### config.mk
export PLATFORM = sky130hd
export DESIGN_NAME = match_reporter
export DESIGN_NICKNAME = d
export VERILOG_FILES = /design/src/rtl/match_reporter.sv
export SDC_FILE = /design/constraint.sdc
export NUM_CORES = 1
export LEC_CHECK = 0
export CELL_PAD_IN_SITES_DETAIL_PLACEMENT = 1
export CELL_PAD_IN_SITES_GLOBAL_PLACEMENT = 2
export CORE_MARGIN = 2
export CORE_UTILIZATION = 49
export DETAILED_ROUTE_END_ITERATION = 10
export PLACE_DENSITY_LB_ADDON = 0.25
export SYNTH_ARGS = -nofsm -noshare
export SYNTH_HDL_FRONTEND = slang
export SYNTH_SLANG_ARGS = --single-unit
### constraint.sdc
create_clock -name clk -period 3.1 [get_ports clk]
set_input_delay 0.465 -clock clk [delete_from_list [all_inputs] [get_ports clk]]
set_output_delay 0.465 -clock clk [all_outputs]
set_load 0.005 [all_outputs]
### src/rtl/match_reporter.sv
// match_reporter: buffers one cracked password from the core's byte handshake
// and streams it, pad-stripped, plus a terminator to a byte-wide tx interface.
module match_reporter #(
  parameter int         PW_BYTES   = 20,
  parameter logic [7:0] PAD_CHAR   = 8'h20,
  parameter bit         STRIP_PAD  = 1'b1,
  parameter logic [7:0] TERMINATOR = 8'h0A,
  parameter int         CNT_W      = 16
) (
  input  logic             clk,
  input  logic             rst_n,
  input  logic             match_found,
  input  logic [7:0]       password_byte,
  output logic             ack,
  output logic [7:0]       tx_data,
  output logic             tx_valid,
  input  logic             tx_ready,
  output logic             busy,
  output logic [CNT_W-1:0] match_count
);
  localparam int IW = $clog2(PW_BYTES);
  localparam int LW = $clog2(PW_BYTES + 1);
  typedef enum logic [2:0] {ARM, WAIT_HI, ACK, WAIT_LO, SEND, TERM} state_t;
  state_t state, state_nx;
  logic [7:0] pw_buf [PW_BYTES];
  logic [IW-1:0] idx, k;
  logic [LW-1:0] len, send_len;
  logic armed, accept, last, capture;
  assign send_len = STRIP_PAD ? len : LW'(PW_BYTES);
  assign accept   = tx_valid && tx_ready;
  assign last     = idx == IW'(PW_BYTES - 1);
  assign capture  = state == WAIT_HI && armed && match_found;
  assign ack      = state == ACK;
  assign tx_valid = state == SEND || state == TERM;
  assign tx_data  = state == SEND ? pw_buf[k] : state == TERM ? TERMINATOR : 8'h00;
  always_comb begin
    state_nx = state;
    case (state)
      ARM:     state_nx = match_found ? ARM : WAIT_HI;
      WAIT_HI: state_nx = capture ? ACK : WAIT_HI;
      ACK:     state_nx = WAIT_LO;
      WAIT_LO: state_nx = match_found ? WAIT_LO : !last ? WAIT_HI : send_len == '0 ? TERM : SEND;
      SEND:    state_nx = accept && LW'(k) + LW'(1) == send_len ? TERM : SEND;
      TERM:    state_nx = accept ? WAIT_HI : TERM;
      default: state_nx = ARM;
    endcase
  end
  // Password storage carries no reset; it is always rewritten before being sent.
  always_ff @(posedge clk) begin
    if (capture) pw_buf[idx] <= password_byte;
  end
  always_ff @(posedge clk or negedge rst_n) begin
    if (!rst_n) begin
      state       <= ARM;
      armed       <= 1'b0;
      idx         <= '0;
      k           <= '0;
      len         <= '0;
      busy        <= 1'b0;
      match_count <= '0;
    end else begin
      state <= state_nx;
      if (state == ARM && !match_found) armed <= 1'b1;
      if (capture) begin
        busy <= 1'b1;
        if (password_byte != PAD_CHAR) len <= LW'(idx) + LW'(1);
      end
      if (state == WAIT_LO && !match_found) idx <= last ? '0 : idx + IW'(1);
      if (state == SEND && accept) k <= state_nx == TERM ? '0 : k + IW'(1);
      if (state == TERM && accept) begin
        busy <= 1'b0;
        len  <= '0;
        if (~&match_count) match_count <= match_count + CNT_W'(1);
      end
    end
  end
endmodule

==> flow_metrics.py, run 1 <==
metrics = {
    "placement": {
        "dp_hpwl_um": 12100,
        "dp.cells": 731,
        "pre_cts_ws_ns": 0.176,
        "gp_congestion": 0.730,
        "io_buffer_count": 38,
    },
    "timing": {
        "worstMarginPinSlew_ns": 0.860,
        "fmax_ghz": 0.331,
        "skew_ns": 0.0128,
        "rsz0062_at_grt": "true",
        "finalCritPeriodShare": 0.974,
        "hold_ws_ns": 0.139,
        "timing.final.ws_setup_ns": 0.0813,
        "fin_tns_setup_ns": 0,
        "finalMaxSlewViolations": 0,
        "finalHoldViolCount": 0,
        "fin_crit_ns": 3.02,
        "setup_violations": 0,
        "slew_headroom": 0.426,
    },
    "detailed_routing": {
        "route.detailed.drc": 0,
        "wl_per_cell_um": 24.6,
        "finalWirelength_um": 19100,
        "via_per_inst": 5.77,
        "ant_nets": 0,
        "drt_iter0_drc": 437,
        "drtPass1Iterations": 4,
        "wl_met2_um": 10000,
        "vias": 4468,
        "highest_layer": "met4",
        "wl_met3_um": 831,
        "wl_met1_um": 8090,
    },
    "yosys": {
        "synth_most_common_cell": "edfxtp_1",
        "synth_top_family_by_area": "multiplexers",
        "synth-edff-count": 160,
        "yosysTopAreaCell": "edfxtp_1",
        "synth_top_cells_by_count": "160 x edfxtp_1, 48 x mux4_2, 36 x dfrtp_1, 36 x nand2_1, 28 x nor2_1",
        "avgSynthCellArea_sq_um": 17.5,
        "synthAdderAreaFrac": 0.00926,
        "synth_xor_area_frac": 0.0281,
        "syn_nets": 480,
        "synth_compound_area_frac": 0.0207,
        "synth_cell_types": 49,
        "muxShareOfSynthArea": 0.145,
        "syn_area_sq_um": 8110,
        "synth_top_area_frac": 0.593,
        "ys_ff_latch": 196,
        "synth.top_cells.by_area": "edfxtp_1 59%, mux4_2 13%, dfrtp_1 11%",
        "synth_cells": 462,
        "synthSimpleGateAreaFrac": 0.0766,
        "ys_async_sr_fraction": 0.184,
        "yosysSeqAreaShare": 0.704,
        "synthFlopType": "edfxtp_1",
        "yosysWarnings": 0,
    },
    "die": {
        "rows": 47,
        "die_w_um": 133,
        "floorplan.initialDensity": 0.496,
        "io_pins": 39,
        "coreArea_sq_um": 16300,
        "die_area_sq_um": 17600,
        "fp.dieH_um": 133,
    },
    "global_routing": {
        "grt_pass1_wl_um": 29800,
        "grt_pass1_vias": 4816,
        "grt-ovfl-total": 0,
        "grt_max_degree": 42,
        "antenna_found_initial": 0,
        "grtUsageTotal": 0.231,
    },
    "worst_setup_path": {
        "crit_arrival_ns": 2.55,
        "cp_max_fo": 7,
        "critical_path_class": "register to output pin",
        "r2r-start": "k[0]$_DFFE_PN0P_",
        "r2r_setup_slack_ns": 0.61,
        "cp-end-kind": "output pin",
        "cp-start-kind": "register",
        "cp_data_required_time_ns": 2.63,
        "cp-startpoint": "k[0]$_DFFE_PN0P_",
    },
    "layout": {
        "drive_above_1_share": 0.241,
        "final_nets": 560,
        "fin_cells": 775,
        "final_core_util": 0.590,
        "area_delta_synth_final_pct": 18.9,
        "antennaDiodeCount": 0,
    },
    "clocking": {
        "cts_tree": "built",
        "clock_latency_ns": 0.43,
        "clk_path_buf_depth": 2,
        "cts.sinks": 196,
        "cts_made_buffers": 17,
        "clkTransAtPathRegs_ns": 0.07,
        "cts_max_level": 4,
        "cts_root_buffer": "clkbuf_16",
    },
    "status": {
        "status": "finished, final reports clean",
    },
    "worst_hold_path": {
        "hold_class": "input port to async pin",
    },
    "pwr": {
        "powerDensity_nw_per_um2": 621,
        "p_leak_uw": 0.00325,
        "peakVddDrop_mv": 0.350,
    },
    "run": {
        "max_cap_violations": 0,
    },
}
==> power by group <==
group	internal, uW	switching, uW	total, uW
combinational	226	324	550
sequential	2980	150	3130
clock	1350	954	2300
total	4560	1430	5990
==> state kept, by name, summed over array words and instances (netlist names) <==
signal	cells
len	5
state	3
armed	1
match_count	16
k	5
idx	5
pw_buf	160
busy	1
==> kinds of logic after synthesis <==
kind of cell    after synthesis
flops                       196
xor+xnor                     26
compound gates               26
simple gates                124
fa+ha+maj                     6
buf+inv                      27
mux                          57
==> critical path, stage by stage, from the launching register on <==
cell and delay (ns):
dfrtp_2 0.40, buf_4 0.16, buf_12 0.15, buf_4 0.11
mux4_2 0.47, mux4_2 0.48, mux2i_1 0.15, nor3_1 0.06
buf_2 0.16
==> timing repair <==
action	4_1_cts	5_1_grt
gates resized for setup	28	6
setup buffers	10	0
cloned	2	2
setup endpoints to repair	8	8
hold buffers	0	0
==> metal layers <==
layer | GRT usage | vias to the layer above
met5 | 0 | -
met1 | 0.312 | 2344
met2 | 0.387 | 138
met4 | 0.0609 | 0
met3 | 0.0479 | 17
li1 | - | 1969
==> path summary, 6_finish.rpt <==
path	to	depth (start not counted)
setup / recovery	tx_data[5]	8
hold / removal	match_count[7]$_DFFE_PN0P_	1
setup reg to reg	k[0]$_DFFE_PN0P_	9
hold reg to reg	match_count[6]$_DFFE_PN0P_	1
max in group asynchronous	k[0]$_DFFE_PN0P_	1
min in group clk	match_count[6]$_DFFE_PN0P_	1
==> cell type report <==
type | count | area [sq um]
timing repair buffer | 81 | 751
inverter | 7 | 30.0
multi-input combinational | 239 | 2260
sequential | 196 | 5710
fill | 1496 | 6710
clock buffer | 18 | 429
clock inverter | 14 | 185
tap | 220 | 275
==> through the flow <==
step / area, sq um / power [uW]
after detailed placement: 8900 / 3730
after global placement: 8900 / 3700
after CTS: 9660 / 6020
after global routing: 9640 / 6210
after floorplan: 8110 / 3490
final: 9640 / 5990
==> cell usage in the layout, fill, tap and decap left out, drive strengths merged, types with 7 or more instances in the layout <==
cell,n
dfrtp,36
clkinv,9
nor2,28
clkdlybuf4s50,29
nand2,36
xnor2,18
inv,7
xor2,8
nand3,16
buf,47
o21ai,9
nor3,10
mux2i,8
edfxtp,160
clkbuf,23
mux4,48
No activity file was read; power rests on OpenSTA's default activity.
==> inputs of run 2 (changes only) <==
==> constraint.sdc (replaced) <==
create_clock -name clk -period 3.1 [get_ports clk]
set_input_delay 0.465 -clock clk [delete_from_list [all_inputs] [get_ports clk]]
set_output_delay 0.465 -clock clk [all_outputs]
set_load 0.1 [all_outputs]
==> flow_metrics.py, run 2 (same netlist as run 1, synthesis figures left out) <==
metrics = {
    "status": {
        "status": "complete, but fails checks",
        "violations": "negative setup slack",
    },
    "clocking": {
        "hold_buffers": 0,
        "cts_root_buffer": "clkbuf_16",
        "clk_path_buf_depth": 2,
        "cts.sinks": 196,
        "clkTransAtPathRegs_ns": 0.07,
        "cts_max_level": 4,
        "clock_latency_ns": 0.43,
        "cts_made_buffers": 17,
        "cts_tree": "built",
    },
    "run": {
        "max_cap_violations": 0,
    },
    "detailed_routing": {
        "wl_met3_um": 1120,
        "ant_nets": 0,
        "drtPass1Iterations": 4,
        "highest_layer": "met4",
        "finalWirelength_um": 18900,
        "drt_iter0_drc": 496,
        "vias": 4425,
        "wl_met2_um": 9480,
        "wl_per_cell_um": 24.5,
        "via_per_inst": 5.74,
        "route.detailed.drc": 0,
        "wl_met1_um": 8010,
    },
    "die": {
        "io_pins": 39,
        "floorplan.initialDensity": 0.496,
        "die_w_um": 133,
        "fp.dieH_um": 133,
        "coreArea_sq_um": 16300,
        "rows": 47,
        "die_area_sq_um": 17600,
    },
    "layout": {
        "drive_above_1_share": 0.294,
        "fin_area_sq_um": 9670,
        "reg.largest.list": "pw_buf x160, match_count x16",
        "fill_cells": 1538,
        "fin_cells": 771,
        "largest_register": "pw_buf",
        "antennaDiodeCount": 0,
        "area_delta_synth_final_pct": 19.3,
        "layout_commonest_cell": "edfxtp_1",
        "largest_reg_flops": 160,
        "regArea_sq_um": 5710,
        "multi_input_area_sq_um": 2330,
        "final_nets": 556,
        "mostFrequentLayoutCells": "160 x edfxtp_1, 53 x buf_4, 48 x mux4_2, 36 x nand2_1, 35 x dfrtp_1",
    },
    "global_routing": {
        "grt-ovfl-total": 0,
        "grtUsageTotal": 0.232,
        "grt_max_degree": 44,
        "grt_pass1_wl_um": 29300,
        "antenna_found_initial": 0,
        "grt_pass1_vias": 4714,
    },
    "pwr": {
        "powerDensity_nw_per_um2": 616,
        "p_leak_uw": 0.00328,
        "peakVddDrop_mv": 0.380,
        "switching_share": 0.247,
        "p_sw_uw": 1470,
        "power_frac_comb": 0.106,
        "p_clk_frac": 0.371,
        "seqPwrFrac": 0.523,
        "p_int_uw": 4480,
    },
    "worst_setup_path": {
        "cp_data_required_time_ns": 2.63,
        "cpPeakStageDelay_ns": 0.54,
        "cp-start-kind": "register",
        "r2r_setup_slack_ns": 0.76,
        "critical_path_class": "register to output pin",
        "r2r-start": "idx[0]$_DFFE_PN0P_",
        "r2r-end": "k[3]$_DFFE_PN0P_",
        "path_delay_family": "multiplexers",
        "crit_arrival_ns": 2.64,
        "r2r_cells": 6,
        "cp-end-kind": "output pin",
        "cp_cell_sequence": "buf_12, mux4_2, mux4_2, mux2i_2, nor3_2, buf_12",
        "cp.buffers_inverters": 2,
        "cp_slowest_cell": "mux4_2",
        "cp_max_fo": 11,
    },
    "placement": {
        "dp_hpwl_um": 12300,
        "dpl_cell_area_sq_um": 9040,
        "pre_cts_ws_ns": 0.271,
        "dp.cells": 738,
        "io_buffer_count": 38,
        "gp_congestion": 0.745,
    },
    "timing": {
        "finalCritPeriodShare": 1.00,
        "hold_ws_ns": 0.125,
        "setup_violations": 1,
        "timing.final.ws_setup_ns": -0.00835,
        "worstMarginPinSlew_ns": 0.822,
        "finalMaxSlewViolations": 0,
        "finalHoldViolCount": 0,
        "skew_ns": 0.00886,
        "slew_headroom": 0.452,
        "fmax_ghz": 0.322,
        "fin_crit_ns": 3.11,
        "rsz0062_at_grt": "true",
    },
    "worst_hold_path": {
        "hold_class": "input port to async pin",
    },
}
run 2: changes by cell type in the layout (fill, tap and decap cells not counted), sizes merged:
cell	previous run	this run
buf	47	67
clkdlybuf4s50	29	10
clkbuf	23	19
bufinv	4	3
run 2: metrics by stage:
step                       util   TNS, ns  total power, uW
after floorplan               -         0             3550
final                     0.592  -0.00835             5960
after global routing      0.592    -0.418             6170
after global placement    0.553         0             3770
after detailed placement  0.553         0             3800
after CTS                 0.590    -0.170             6010
run 2: power by group through the flow:
stage                     Combinational (uW)  Clock, uW  Sequential (uW)
after global placement                   612          0             3160
after detailed placement                 630          0             3170
after CTS                                638       2250             3120
final                                    631       2210             3110
after floorplan                          439          0             3110
after global routing                     694       2340             3130
run 2: worst max path at each step:
| stage | end | from | slack, ns | cells past startpoint |
|---|---|---|---|---|
| 2_1_floorplan | tx_data[0] | k[3]$_DFFE_PN0P_ | 0.09 | 5 |
| 3_3_place_gp | tx_data[1] | k[0]$_DFFE_PN0P_ | 0.32 | 6 |
| 3_5_place_dp | tx_data[5] | k[0]$_DFFE_PN0P_ | 0.27 | 6 |
| 4_1_cts | tx_data[5] | k[0]$_DFFE_PN0P_ | -0.05 | 6 |
| 5_1_grt | tx_data[5] | k[0]$_DFFE_PN0P_ | -0.08 | 6 |
| 6_report | tx_data[4] | k[0]$_DFFE_PN0P_ | -0.008 | 6 |
run 2: final cells by class:
cell class | instances | share of cell area
clock buffers | 19 | 0.0448
clock inverters | 13 | 0.0163
inverters | 7 | 0.00272
multi-input cells | 239 | 0.240
flip-flops and latches | 196 | 0.590
well taps | 220 | 0.0285
repair buffers | 77 | 0.0771
run 2: what timing repair did:
action	in CTS	in global routing
pin swaps	0	0
buffers inserted	1	0
setup endpoints to repair	7	8
gates resized for setup	2	5
run 2: routing by layer:
layer  vias up  track usage
met3        20       0.0475
li1       1964            -
met1      2317        0.322
met4         0       0.0687
met2       124        0.377
met5         -            0
